[src/rtl/mips_multicycle_control.sv]
// mips_multicycle_control: multi-cycle MIPS sequencer with illegal-opcode and memory-timeout traps.
// Define MIPS_CTRL_PERF_EN to add saturating cycle_count / retired_count outputs.
module mips_multicycle_control #(
  parameter int MEM_TIMEOUT = 16,
  parameter int PERF_WIDTH  = 32
) (
  input  logic        clk,
  input  logic        rst_n,
  input  logic [31:0] instruction,
  input  logic        alu_zero,
  input  logic        mem_ready,
  output logic        mem_request,
  output logic        mem_write_enable,
  output logic        mem_addr_source,
  output logic        ir_write_enable,
  output logic        pc_write_enable,
  output logic        pc_source,
  output logic        register_write_enable,
  output logic        register_write_data_source,
  output logic        register_write_address_source,
  output logic        alu_b_source,
  output logic [2:0]  alu_ctrl,
  output logic [2:0]  state,
`ifdef MIPS_CTRL_PERF_EN
  output logic [PERF_WIDTH-1:0] cycle_count,
  output logic [PERF_WIDTH-1:0] retired_count,
`endif
  output logic        illegal_instruction,
  output logic        bus_error
);
  typedef enum logic [2:0] {
    S_RESET      = 3'd0,
    S_FETCH      = 3'd1,
    S_DECODE     = 3'd2,
    S_EXECUTE    = 3'd3,
    S_MEM_ACCESS = 3'd4,
    S_WRITEBACK  = 3'd5,
    S_TRAP       = 3'd6
  } state_t;
  localparam int TW = (MEM_TIMEOUT > 0) ? $clog2(MEM_TIMEOUT + 1) : 1;
  if (PERF_WIDTH < 1 || MEM_TIMEOUT < 0) begin : g_bad_cfg
    $error("mips_multicycle_control: invalid parameters");
  end
  state_t        state_q, state_d;
  logic [TW-1:0] tmo_q, tmo_d;
  logic          illegal_q, illegal_d, bus_error_q, bus_error_d;
  logic [5:0]    opcode, funct;
  logic          is_r, is_lw, is_sw, is_addi, is_andi, is_beq, legal;
  logic [2:0]    r_alu, alu_op;
  logic          in_fetch, in_exec, in_mem, in_wb, waiting, timeout_hit, expire;
  logic          unused_bits;
  assign opcode      = instruction[31:26];
  assign funct       = instruction[5:0];
  assign unused_bits = ^instruction[25:6];
  assign is_r    = opcode == 6'b000000 && (funct == 6'b100000 || funct == 6'b100100 ||
                                           funct == 6'b100101 || funct == 6'b100010);
  assign is_lw   = opcode == 6'b100011;
  assign is_sw   = opcode == 6'b101011;
  assign is_addi = opcode == 6'b001000;
  assign is_andi = opcode == 6'b001100;
  assign is_beq  = opcode == 6'b000100;
  assign legal   = is_r | is_lw | is_sw | is_addi | is_andi | is_beq;
  assign r_alu   = funct == 6'b100100 ? 3'b000 : funct == 6'b100101 ? 3'b001 :
                   funct == 6'b100010 ? 3'b110 : 3'b010;
  assign alu_op  = is_r ? r_alu : is_andi ? 3'b000 : is_beq ? 3'b110 : 3'b010;
  assign in_fetch = state_q == S_FETCH;
  assign in_exec  = state_q == S_EXECUTE;
  assign in_mem   = state_q == S_MEM_ACCESS;
  assign in_wb    = state_q == S_WRITEBACK;
  assign waiting  = in_fetch | in_mem;
  // A ready on the limit cycle completes the access rather than trapping.
  assign timeout_hit = (MEM_TIMEOUT > 0) && (tmo_q == TW'(MEM_TIMEOUT - 1));
  assign expire      = waiting && !mem_ready && timeout_hit;
  always_ff @(posedge clk or negedge rst_n) begin
    if (!rst_n) begin
      state_q     <= S_RESET;
      tmo_q       <= '0;
      illegal_q   <= 1'b0;
      bus_error_q <= 1'b0;
    end else begin
      state_q     <= state_d;
      tmo_q       <= tmo_d;
      illegal_q   <= illegal_d;
      bus_error_q <= bus_error_d;
    end
  end
  always_comb begin
    state_d     = state_q;
    tmo_d       = (waiting && !mem_ready) ? tmo_q + 1'b1 : '0;
    illegal_d   = illegal_q | (state_q == S_DECODE && !legal);
    bus_error_d = bus_error_q | expire;
    case (state_q)
      S_RESET:      state_d = S_FETCH;
      S_FETCH:      state_d = mem_ready ? S_DECODE : expire ? S_TRAP : S_FETCH;
      S_DECODE:     state_d = legal ? S_EXECUTE : S_TRAP;
      S_EXECUTE:    state_d = is_beq ? S_FETCH : (is_lw | is_sw) ? S_MEM_ACCESS : S_WRITEBACK;
      S_MEM_ACCESS: state_d = mem_ready ? (is_lw ? S_WRITEBACK : S_FETCH) :
                              expire ? S_TRAP : S_MEM_ACCESS;
      S_WRITEBACK:  state_d = S_FETCH;
      default:      state_d = (state_q == S_TRAP) ? S_TRAP : S_RESET;
    endcase
  end
  always_comb begin
    mem_request                   = waiting;
    mem_write_enable              = in_mem & is_sw;
    mem_addr_source               = in_mem;
    ir_write_enable               = in_fetch & mem_ready;
    pc_write_enable               = (in_fetch & mem_ready) | (in_exec & is_beq & alu_zero);
    pc_source                     = in_exec & is_beq;
    register_write_enable         = in_wb;
    register_write_data_source    = in_wb & is_lw;
    register_write_address_source = in_wb & is_r;
    alu_b_source                  = (in_exec | in_wb) & (is_r | is_beq);
    alu_ctrl                      = in_mem ? 3'b010 : (in_exec | in_wb) ? alu_op : 3'b000;
    state                         = state_q;
    illegal_instruction           = illegal_q;
    bus_error                     = bus_error_q;
  end
`ifdef MIPS_CTRL_PERF_EN
  logic [PERF_WIDTH-1:0] cyc_q, cyc_d, ret_q, ret_d;
  logic                  retire;
  always_comb begin
    retire = in_wb || (in_mem && is_sw && mem_ready) || (in_exec && is_beq);
    cyc_d  = (state_q != S_RESET && state_q != S_TRAP && !(&cyc_q)) ? cyc_q + 1'b1 : cyc_q;
    ret_d  = (retire && !(&ret_q)) ? ret_q + 1'b1 : ret_q;
  end
  always_ff @(posedge clk or negedge rst_n) begin
    if (!rst_n) begin
      cyc_q <= '0;
      ret_q <= '0;
    end else begin
      cyc_q <= cyc_d;
      ret_q <= ret_d;
    end
  end
  assign cycle_count   = cyc_q;
  assign retired_count = ret_q;
`endif
endmodule

[config.mk]
export PLATFORM = sky130hd
export DESIGN_NAME = mips_multicycle_control
export DESIGN_NICKNAME = d
export VERILOG_FILES = /design/src/rtl/mips_multicycle_control.sv
export SDC_FILE = /design/constraint.sdc
export NUM_CORES = 1
export LEC_CHECK = 0
export ABC_AREA = 1
export CAP_MARGIN = 15
export CORE_UTILIZATION = 31
export DETAILED_ROUTE_END_ITERATION = 8
export PLACE_DENSITY = 0.76
export SLEW_MARGIN = 0
export SYNTH_ARGS = -nofsm -noshare
export SYNTH_HDL_FRONTEND = slang
export SYNTH_SLANG_ARGS = --single-unit
[constraint.sdc]
create_clock -name clk -period 1.7 [get_ports clk]
set_clock_uncertainty 0.2 [all_clocks]
set_input_delay 0.51 -clock clk [delete_from_list [all_inputs] [get_ports clk]]
set_output_delay 0.51 -clock clk [all_outputs]
set_load 0.01 [all_outputs]
Word-level counts from Yosys, hierarchy flattened
Cells that the tools add are included.
Widths: inputs -> output; s select.

word-level totals
  logic and storage cells = 71
  output and inout bits = 18
  input port bits = 36
  register bits after elaboration = 10

cells by class
  add/sub/neg operators = 1
  eq/ne operators = 16
  bitwise gates (word level) = 19
  muxes and demuxes = 19
  reduce and logical (&&, ||, !) cells = 12

operator list
  cell                 count
  $mux 3               15
  $eq 6x6->1 const B   6
  $pmux 3 s5           1
  $eq 6x4->1 const B   2
  $or 1x1->1           12
  $eq 3x3->1 const B   3
  $and 1x1->1          7
  $eq 3x2->1 const B   2
  $eq 6x3->1 const B   1
  $logic_not 6->1      1
  $add 5x1->5 const B  1
  $eq 5x4->1 const B   1
  $mux 5               1
  $logic_and 1x1->1    4
  $eq 3x1->1 const B   1
  $logic_not 3->1      1
  $logic_or 1x1->1     3
  $logic_not 1->1      2
  $mux 2               1
  $reduce_or 2->1      1
  $mux 1               1

Logic depth before layout (Yosys ltp)
Gate-level depths: netlist (run 1).

  word-level depth = 13
  gate-level depth with buffers = 8
  mapped depth without buffers = 8

Worst setup path after synthesis (run 1)
No wires, ideal clock.

  kind = input port to output port
  start point = input instruction[30]
  end point = output pc_write_enable
  stages on the path = 6
  path buffers = 0
  data required time = 990 ps
  arrival time = 1232 ps
  setup slack = -242 ps
  path through = nor2_1 > and2_2 > nand3_1 > inv_1 > nand2_1 > o21ai_0

on the way
  word-level cells in the longest chain between the ends = 4

ends and longest elaborated chain
  what                RTL line  source
  start: declaration  9         input logic [31:0] instruction,
  $eq 6x3->1          61        assign is_beq = opcode == 6'b000100;
  $and 1x1->1         --
  via pc_source       17        output logic pc_source,
  $and 1x1->1         108       pc_write_enable = (in_fetch & mem_ready) | (in_exec & is_beq & alu_zero);
  $or 1x1->1          108
  end: declaration    16        output logic pc_write_enable,

The timed path passes the listed nets, and every way through them passes these cells.

Worst setup path in the final report (run 1)
  start point = input instruction[27]
  end point = output alu_ctrl[1]

on the way
  word-level cells in the longest chain between the ends = 5
  elaborated cells between the ends (all ways) = 7
  classes of those cells = eq/ne (1); mux (4); reduce/logical (2)

ends and longest elaborated chain
  what                                           RTL line  source
  $eq 6x4->1 or $logic_not 6->1 (tied branches)  60, 55
  $mux 3 or $logic_and 1x1->1 (tied branches)    65, 55
  $mux 3 (*)                                     65        assign alu_op = is_r ? r_alu : is_andi ? 3'b000 : is_beq ? 3'b110 : 3'b010;
  $mux 3 (*) (2 in series)                       114       alu_ctrl = in_mem ? 3'b010 : (in_exec | in_wb) ? alu_op : 3'b000;
  end: declaration                               22        output logic [2:0] alu_ctrl,

Every way passes the cells marked *; elsewhere a longest branch is shown, timed or not.

==> results of run 1 <==
## timing repair
item                       CTS  global route
buffers inserted            11             8
setup endpoints to repair   21            18
gates resized for setup    159            23
pin swaps                   23            18
## worst paths after layout
kind	cells after the start	endpoint	slack (ns)	startpoint
worst min register to register	1	tmo_q[0]	0.28	tmo_q[0]
min in group asynchronous	1	tmo_q[4]	0.37	rst_n
max in group asynchronous	1	state[1]	0.61	rst_n
worst min-delay path	1	tmo_q[0]	0.28	tmo_q[0]
worst max-delay path	8	alu_ctrl[1]	-0.45	instruction[27]
worst max register to register	8	state[2]	0.08	tmo_q[0]
## cells in the mapped netlist
cell type  number  share of area
nand4_1         2          0.016
xor2_1          1          0.011
nor2_1         24           0.12
nand2_1        25           0.12
o21ai_2         1          0.011
inv_1          21           0.10
nand2_2         3          0.025
inv_2           2         0.0098
and2_2          1         0.0098
o21ai_0         2          0.013
a21oi_1         1         0.0065
nor3b_2         1          0.016
a31o_2          1          0.011
ha_1            2          0.033
nor2_2          2          0.016
dfrtp_1        10           0.33
nand3_1        16           0.10
a21oi_2         1          0.011
nor3_1          5          0.033
## final cells by class
type / instances / area, um^2 / area share
multi-input cells: 88 / 639 / 0.390
repair buffers: 70 / 597 / 0.364
flip-flops and latches: 10 / 251 / 0.153
inverters: 23 / 93.8 / 0.0573
well taps: 28 / 35.0 / 0.0214
clock buffers: 3 / 22.5 / 0.0137
## power by group through the flow
stage          Combinational (mW)  Clock [mW]  Sequential, mW
3_5_place_dp                0.849           0           0.329
4_1_cts                      1.06       0.152           0.338
6_report                     1.26       0.143           0.350
3_3_place_gp                0.829           0           0.325
2_1_floorplan               0.357           0           0.350
5_1_grt                      1.34       0.162           0.354
## flip-flops by register name, summed over array words and instances (netlist names)
name and flops:
state 3, tmo_q 5, bus_error 1, illegal_instruction 1
## routing by layer
layer | routed length, um | global-route usage
met1 | 1150 | 0.238
met2 | 1680 | 0.446
met3 | 151 | 0.0409
met4 | 106 | 0.131
met5 | 0 | 0
## metrics by stage
stage	hold WS, ns	instances
after CTS	0.277	219
after global placement	0.252	205
after global routing	0.303	222
final	0.277	222
after detailed placement	0.268	205
after floorplan	0.0144	121
## cells by family after synthesis
kind of cell               share of synthesized area
and+or+nand+nor                                0.462
buffers and inverters                          0.113
DFF                                            0.327
AOI/OAI and AO/OA                             0.0540
adders and majority gates                     0.0327
xor gates and xnor gates                      0.0115
## critical path, stage by stage
cell     delay, ns
buf_8         0.10
nor2_4        0.15
and2_4        0.19
buf_4         0.11
nand3_1       0.08
nand3_1       0.12
nand2_2       0.06
buf_6         0.12
==> impl_metrics.csv, run 1 <==
group,metric,value,unit
global_route,grt_pass1_wl,4.66,mm
placed_design,dpl.hpwl,1.96,mm
pwr,p_total,1.75,mW
sta,tns,-4.50,ns
clock_tree,cts_root_buffer,"clkbuf_4",
detailed_routing,num_vias,1090,
sta,finalHoldViolCount,0,
pwr,p_sw_frac,0.433,
pwr,internal_power,0.993,mW
cells_and_area,drive_gt1_frac,0.624,
clock_tree,cts_buffers,3,
clock_tree,cts_hold_buf,0,
status,violations,"negative setup slack",
sta,fin_crit_sh,1.27,
sta,setup_viol,13,
clock_tree,worstSkewPairLatency,0.25,ns
die,die_h,51.7,um
clock_tree,max-clock-path-buffers,2,
hold_path,hp-class,"reg2reg",
clock_tree,cts_sinks,10,
logic_synthesis,avgSynthCellArea,6.32,um^2
cells_and_area,final_util,0.720,
flow_run,max_cap_violations,0,
die,die_area,2670,um^2
cells_and_area,synthToLayoutAreaGrowth,114,%
status,outcome,"complete, but fails checks",
global_route,grt_pass1_vias,1132,
die,fp.coreArea,2280,um^2
clock_tree,path_clk_slew,0.05,ns
clock_tree,tritoncts,"built",
pwr,irDropWorstVdd,0.772,mV
worst_setup_path,arrival,1.44,ns
detailed_routing,avgRoutedWirePerCell,13.9,um
sta,rsz0062_at_grt,"true",
worst_setup_path,required,0.99,ns
placed_design,gp_congestion,0.880,
cells_and_area,final_common_cell,"buf_4",
sta,clock.fmax,465,MHz
pwr,p_sw,0.757,mW
worst_setup_path,path_class,"in2out",
global_route,antenna_found_initial,0,
cells_and_area,finish.net_count,234,
die,io-pin-count,54,
pwr,combPwrFrac,0.718,
cells_and_area,mostFrequentLayoutCells,"27 x buf_4, 22 x buf_6, 15 x nand2_1, 14 x buf_2",
global_route,grt_use_total,0.235,
global_route,grt_max_degree,11,
logic_synthesis,ys_seq_area_frac,0.327,
pwr,p_leak,0.849,nW
detailed_routing,first_pass_iters,4,
detailed_routing,antenna_left,0,
placed_design,place_ws,-1.18,ns
logic_synthesis,synth-seq-cells,10,
detailed_routing,viasPerCell,4.91,
cells_and_area,diodes,0,
sta,maxSlewViolCount,0,
cells_and_area,stdcell_area,1640,um^2
pwr,powerDensity,1070,nW/um^2
die,row_count,17,
detailed_routing,wl,3.09,mm
pwr,p_clk_frac,0.082,
logic_synthesis,synth_area,764,um^2
worst_setup_path,critPathLaunchType,"input port",
die,die_x,51.7,um
worst_setup_path,end_kind,"output pin",
global_route,grt-ovfl-total,0,
logic_synthesis,ys_types,19,
sta,slew_headroom,0.711,
sta,fin_ws,-0.451,ns
sta,post-route-min-period,2.15,ns
cells_and_area,fill_cells,183,
logic_synthesis,yosysWarnings,0,
placed_design,placed_area,1380,um^2
clock_tree,htree_levels,1,
die,start_util,0.336,
detailed_routing,drt_iter0_drc,9,
logic_synthesis,synth_nets,159,
logic_synthesis,synth_cells,121,
sta,worstMarginPinSlew,0.432,ns
pwr,p_seq_frac,0.200,
detailed_routing,drc,0,
placed_design,portBuffers,33,
worst_setup_path,cp_max_fo,4,
(Power assumes the default switching activity.)
==> run 2, diff against run 1 <==
==> constraint.sdc (replaced) <==
create_clock -name clk -period 1.7 [get_ports clk]
set_clock_uncertainty 0.2 [all_clocks]
set_input_delay 0.51 -clock clk [delete_from_list [all_inputs] [get_ports clk]]
set_output_delay 0.51 -clock clk [all_outputs]
set_load 0.1 [all_outputs]
==> run 2 against run 1 <==
Net effect:
- the run still ends with negative setup slack left
- utilization grew 10 points
- critical endpoint is now alu_ctrl[2]
- count of clock-buffer cells in the layout increased by 1
- highest routed layer unchanged
- fmax down 5.0%
==> impl_metrics.csv, run 2 (synthesized netlist as in run 1, its figures left out) <==
group,metric,value,unit
worst_setup_path,end_kind,"output pin",
worst_setup_path,rr_worst_depth,6,
clock_tree,path_clk_slew,0.07,ns
pwr,irDropWorstVdd,1.49,mV
sta,slew_headroom,0.699,
pwr,powerDensity,1420,nW/um^2
cells_and_area,fill_cells,131,
global_route,antenna_found_initial,0,
worst_setup_path,cp_max_fo,4,
worst_setup_path,rrSetupSlack,0.05,ns
clock_tree,cts_root_buffer,"clkbuf_4",
worst_setup_path,path_class,"reg2out",
cells_and_area,final_common_cell,"buf_4",
pwr,p_clk_frac,0.067,
pwr,p_leak,0.873,nW
detailed_routing,viasPerCell,4.93,
worst_setup_path,arrival,1.56,ns
clock_tree,tritoncts,"built",
clock_tree,cts_hold_buf,0,
clock_tree,htree_levels,1,
cells_and_area,finish.net_count,234,
worst_setup_path,r2r_start,"state[0]",
worst_setup_path,required,0.99,ns
cells_and_area,diodes,0,
clock_tree,max-clock-path-buffers,2,
detailed_routing,antenna_left,0,
status,violations,"negative setup slack",
worst_setup_path,rr_endpoint,"tmo_q[2]",
die,start_util,0.336,
die,die_area,2670,um^2
hold_path,hp-class,"reg2reg",
sta,fin_crit_sh,1.33,
placed_design,dpl.hpwl,2.19,mm
die,die_h,51.7,um
cells_and_area,synthToLayoutAreaGrowth,144,%
pwr,combPwrFrac,0.792,
sta,hold_ws,0.266,ns
clock_tree,cts_buffers,3,
pwr,p_sw_frac,0.555,
die,io-pin-count,54,
cells_and_area,drive_gt1_frac,0.672,
status,outcome,"complete, but fails checks",
pwr,p_seq_frac,0.141,
sta,clock.fmax,441,MHz
pwr,p_sw,1.48,mW
detailed_routing,num_vias,1100,
sta,maxSlewViolCount,0,
detailed_routing,first_pass_iters,4,
sta,fin_ws,-0.565,ns
die,fp.coreArea,2280,um^2
cells_and_area,top_register,"tmo_q",
sta,post-route-min-period,2.27,ns
placed_design,portBuffers,33,
global_route,grt_use_total,0.248,
flow_run,max_cap_violations,0,
cells_and_area,largest_reg_flops,5,
sta,rsz0062_at_grt,"true",
global_route,grt_pass1_vias,1156,
die,row_count,17,
die,die_x,51.7,um
global_route,grt_max_degree,11,
clock_tree,cts_sinks,10,
pwr,internal_power,1.18,mW
sta,finalHoldViolCount,0,
detailed_routing,avgRoutedWirePerCell,14.1,um
detailed_routing,wl,3.14,mm
detailed_routing,drc,0,
sta,setup_viol,16,
hold_path,min-delay-start,"tmo_q[0]",
hold_path,whs_endpoint,"tmo_q[0]",
worst_setup_path,critPathLaunchType,"flip-flop",
detailed_routing,drt_iter0_drc,24,
global_route,grt_pass1_wl,4.85,mm
sta,worstMarginPinSlew,0.450,ns
cells_and_area,mostFrequentLayoutCells,"35 x buf_4, 18 x buf_12, 13 x nand2_1, 13 x nor2_4",
hold_path,min_delay_path_depth,1,
placed_design,gp_congestion,0.875,
global_route,grt-ovfl-total,0,
clock_tree,worstSkewPairLatency,0.27,ns
placed_design,place_ws,-0.924,ns
[run 2: cell types whose count changed in the layout (fill, tap and decap cells not counted), sizes merged]
cell and change:
buf +1, clkbuf +2, clkdlybuf4s50 +1, clkinvlp +3, dlygate4sd2 -3, inv -3
[run 2: layer usage]
layer | GRT usage | vias up | wire [um]
met2 | 0.470 | 49 | 1710
met5 | 0 | - | 0
li1 | - | 526 | -
met1 | 0.273 | 518 | 1230
met4 | 0.131 | 0 | 53
met3 | 0.0146 | 7 | 150
[run 2: per-stage QoR]
step	power [mW]	instance area (um^2)	setup TNS [ns]	std cells	utilization
finish	2.66	1870	-7.12	223	0.821
global route	2.76	1870	-7.92	223	0.821
CTS	2.53	1790	-6.73	219	0.788
detailed placement	2.24	1650	-10.67	209	0.727
global placement	2.20	1650	-10.01	209	0.727
floorplan	1.45	906	-9.51	121	-
[run 2: repair_timing]
action / in CTS / in global routing
endpoints found under the setup margin: 19 / 18
resized for setup: 77 / 17
pin swaps: 20 / 15
buffers inserted: 6 / 4
[run 2: cell type report]
| class | instances | area, um^2 | share of cell area |
|---|---|---|---|
| clock buffers | 4 | 26.3 | 0.0141 |
| inverters | 23 | 108 | 0.0576 |
| multi-input cells | 88 | 699 | 0.374 |
| flip-flops and latches | 10 | 262 | 0.140 |
| well taps | 28 | 35.0 | 0.0188 |
| repair buffers | 70 | 738 | 0.395 |
[run 2: power groups by stage]
stage	logic [mW]	clock network (mW)	registers (mW)
2_1_floorplan	0.863	0	0.592
3_3_place_gp	1.84	0	0.357
3_5_place_dp	1.88	0	0.363
4_1_cts	1.98	0.183	0.365
5_1_grt	2.19	0.189	0.380
6_report	2.11	0.177	0.376
[run 2: worst max-delay path, cell delays in order (launching register included)]
cell and delay [ns]:
dfrtp_4 0.47, inv_8 0.06, nor2_4 0.17, nand2_4 0.09, o21ai_4 0.10, nand2_4 0.10
nor2_4 0.13, buf_12 0.18
[run 2: worst max path at each step]
stage,from,to,slack [ns],depth (start not counted)
finish,state[0],alu_ctrl[2],-0.57,7
global placement,instruction[28],alu_ctrl[2],-0.86,8
floorplan,state[2],pc_write_enable,-0.78,7
detailed placement,instruction[28],alu_ctrl[2],-0.92,8
global route,state[0],alu_ctrl[2],-0.62,7
CTS,state[2],pc_write_enable,-0.53,8
==> run 3, diff against run 2 <==
PLACE_DENSITY = 0.79   (was 0.76)
==> run 3 against run 2 <==
Net effect:
- the flow still finishes with violations (negative setup slack)
- non-clock buffer count up 12
- flip-flop and latch count stayed put
- total power is 12% higher
- sequential share of layout area down 1.8 points
- clock power rose by 20%
- global-route usage is 6.3 points higher
- combinational power rose by 12%
- final cell count is 5.4% higher
- die area unchanged
- worst setup slack got worse by 0.099 ns
- routed wire length is 65% higher
- via count up 22%
- critical endpoint unchanged
- largest cell class unchanged
==> impl_metrics.csv, run 3 (synthesized netlist as in run 1, its figures left out) <==
group,metric,value,unit
worst_setup_path,rrSetupSlack,-0.04,ns
clock_tree,htree_levels,1,
detailed_routing,num_vias,1347,
die,die_area,2670,um^2
worst_setup_path,cp_max_fo,3,
pwr,irDropWorstVdd,1.49,mV
die,die_x,51.7,um
clock_tree,cts_buffers,3,
global_route,grt_pass1_wl,5.95,mm
sta,setup_viol,21,
sta,post-route-min-period,2.36,ns
detailed_routing,first_pass_iters,5,
sta,clock.fmax,423,MHz
worst_setup_path,crit_path_end,"alu_ctrl[2]",
die,io-pin-count,54,
die,fp.coreArea,2280,um^2
global_route,grt_max_degree,11,
cells_and_area,fill_cells,66,
die,row_count,17,
detailed_routing,drt_iter0_drc,108,
detailed_routing,avgRoutedWirePerCell,22.1,um
clock_tree,tritoncts,"built",
placed_design,place_ws,-0.928,ns
sta,worstMarginPinSlew,0.420,ns
sta,fin_crit_sh,1.39,
clock_tree,max-clock-path-buffers,2,
status,outcome,"complete, but fails checks",
sta,rsz0062_at_grt,"true",
clock_tree,worstSkewPairLatency,0.27,ns
worst_setup_path,rr_worst_depth,8,
worst_setup_path,critPathLaunchType,"input port",
clock_tree,cts_root_buffer,"clkbuf_4",
worst_setup_path,r2r_start,"state[1]",
global_route,antenna_found_initial,0,
cells_and_area,largest_reg_flops,5,
worst_setup_path,end_kind,"output pin",
placed_design,portBuffers,33,
detailed_routing,wl,5.19,mm
sta,slew_headroom,0.719,
flow_run,max_cap_violations,0,
global_route,grt_pass1_vias,1293,
detailed_routing,viasPerCell,5.73,
placed_design,gp_congestion,0.892,
die,die_h,51.7,um
worst_setup_path,rr_endpoint,"state[2]",
sta,maxSlewViolCount,0,
status,violations,"negative setup slack",
cells_and_area,synthToLayoutAreaGrowth,179,%
global_route,grt-ovfl-total,0,
die,start_util,0.336,
global_route,grt_use_total,0.311,
clock_tree,cts_sinks,10,
cells_and_area,diodes,0,
sta,fin_ws,-0.664,ns
placed_design,dpl.hpwl,2.19,mm
sta,hold_ws,0.269,ns
cells_and_area,drive_gt1_frac,0.700,
worst_setup_path,cp-startpoint,"instruction[27]",
cells_and_area,finish.net_count,246,
hold_path,hp-class,"reg2reg",
clock_tree,cts_hold_buf,0,
cells_and_area,top_register,"tmo_q",
worst_setup_path,arrival,1.65,ns
cells_and_area,final_common_cell,"buf_4",
worst_setup_path,path_class,"in2out",
cells_and_area,mostFrequentLayoutCells,"31 x buf_4, 26 x buf_6, 18 x buf_12, 14 x nor2_4",
pwr,powerDensity,1390,nW/um^2
detailed_routing,drc,0,
clock_tree,path_clk_slew,0.07,ns
sta,finalHoldViolCount,0,
detailed_routing,antenna_left,0,
worst_setup_path,required,0.99,ns
pwr,p_leak,0.986,nW
==> run 3: cell count changes in the layout (fill, tap and decap cells not counted), sizes merged <==
cell    previous run  this run
buf               66        79
clkbuf             5         4
==> run 3: worst min path at each step <==
stage,from,endpoint,slack (ns),depth (start not counted)
finish,tmo_q[0],tmo_q[0],0.27,1
global route,tmo_q[0],tmo_q[0],0.29,1
CTS,tmo_q[0],tmo_q[0],0.26,1
detailed placement,tmo_q[0],tmo_q[0],0.26,1
global placement,tmo_q[0],tmo_q[0],0.25,1
floorplan,rst_n,bus_error,0.01,0
==> run 3: routing by layer <==
metal | vias up | track usage | share of wire
met3 | 52 | 0.0439 | 0.089
met5 | - | 0 | 0
met2 | 118 | 0.602 | 0.48
met4 | 0 | 0.198 | 0.089
met1 | 627 | 0.301 | 0.35
li1 | 550 | - | -
==> run 3: worst max-delay path, stage by stage <==
cell     delay, ns
buf_8         0.10
nor2_4        0.16
nand2_2       0.11
nor2_4        0.15
nand2_2       0.09
nand2_4       0.08
nand2_4       0.08
nor2_4        0.17
buf_12        0.19
==> run 3: per-stage QoR <==
stage / TNS [ns] / instances / total power [mW] / utilization / cell area [um^2]
after floorplan: -9.51 / 121 / 1.45 / - / 906
after detailed placement: -10.60 / 209 / 2.23 / 0.727 / 1650
after global placement: -9.76 / 209 / 2.18 / 0.727 / 1650
after global routing: -8.94 / 235 / 3.05 / 0.938 / 2140
final: -8.27 / 235 / 2.97 / 0.938 / 2140
after CTS: -7.26 / 229 / 2.58 / 0.815 / 1860
==> run 3: report_power, final <==
| part | internal, mW | switching (mW) | total (mW) | leakage [nW] |
|---|---|---|---|---|
| combinational | 0.911 | 1.46 | 2.37 | 0.839 |
| sequential | 0.304 | 0.0805 | 0.385 | 0.125 |
| clock | 0.130 | 0.0826 | 0.213 | 0.0210 |
| total | 1.34 | 1.62 | 2.97 | 0.986 |
==> run 3: final cells by class <==
cell class,count,area [um^2],area share
clock buffer,4,36.3,0.0170
tap,28,35.0,0.0164
sequential,10,262,0.122
timing repair buffer,82,946,0.443
multi-input combinational,88,744,0.349
inverter,23,113,0.0527
==> run 3: timing repair <==
action	CTS	global route
endpoints found under the setup margin	20	25
setup buffers	16	14
pin swaps	18	28
gates resized for setup	76	57
endpoints found under the hold margin	0	0
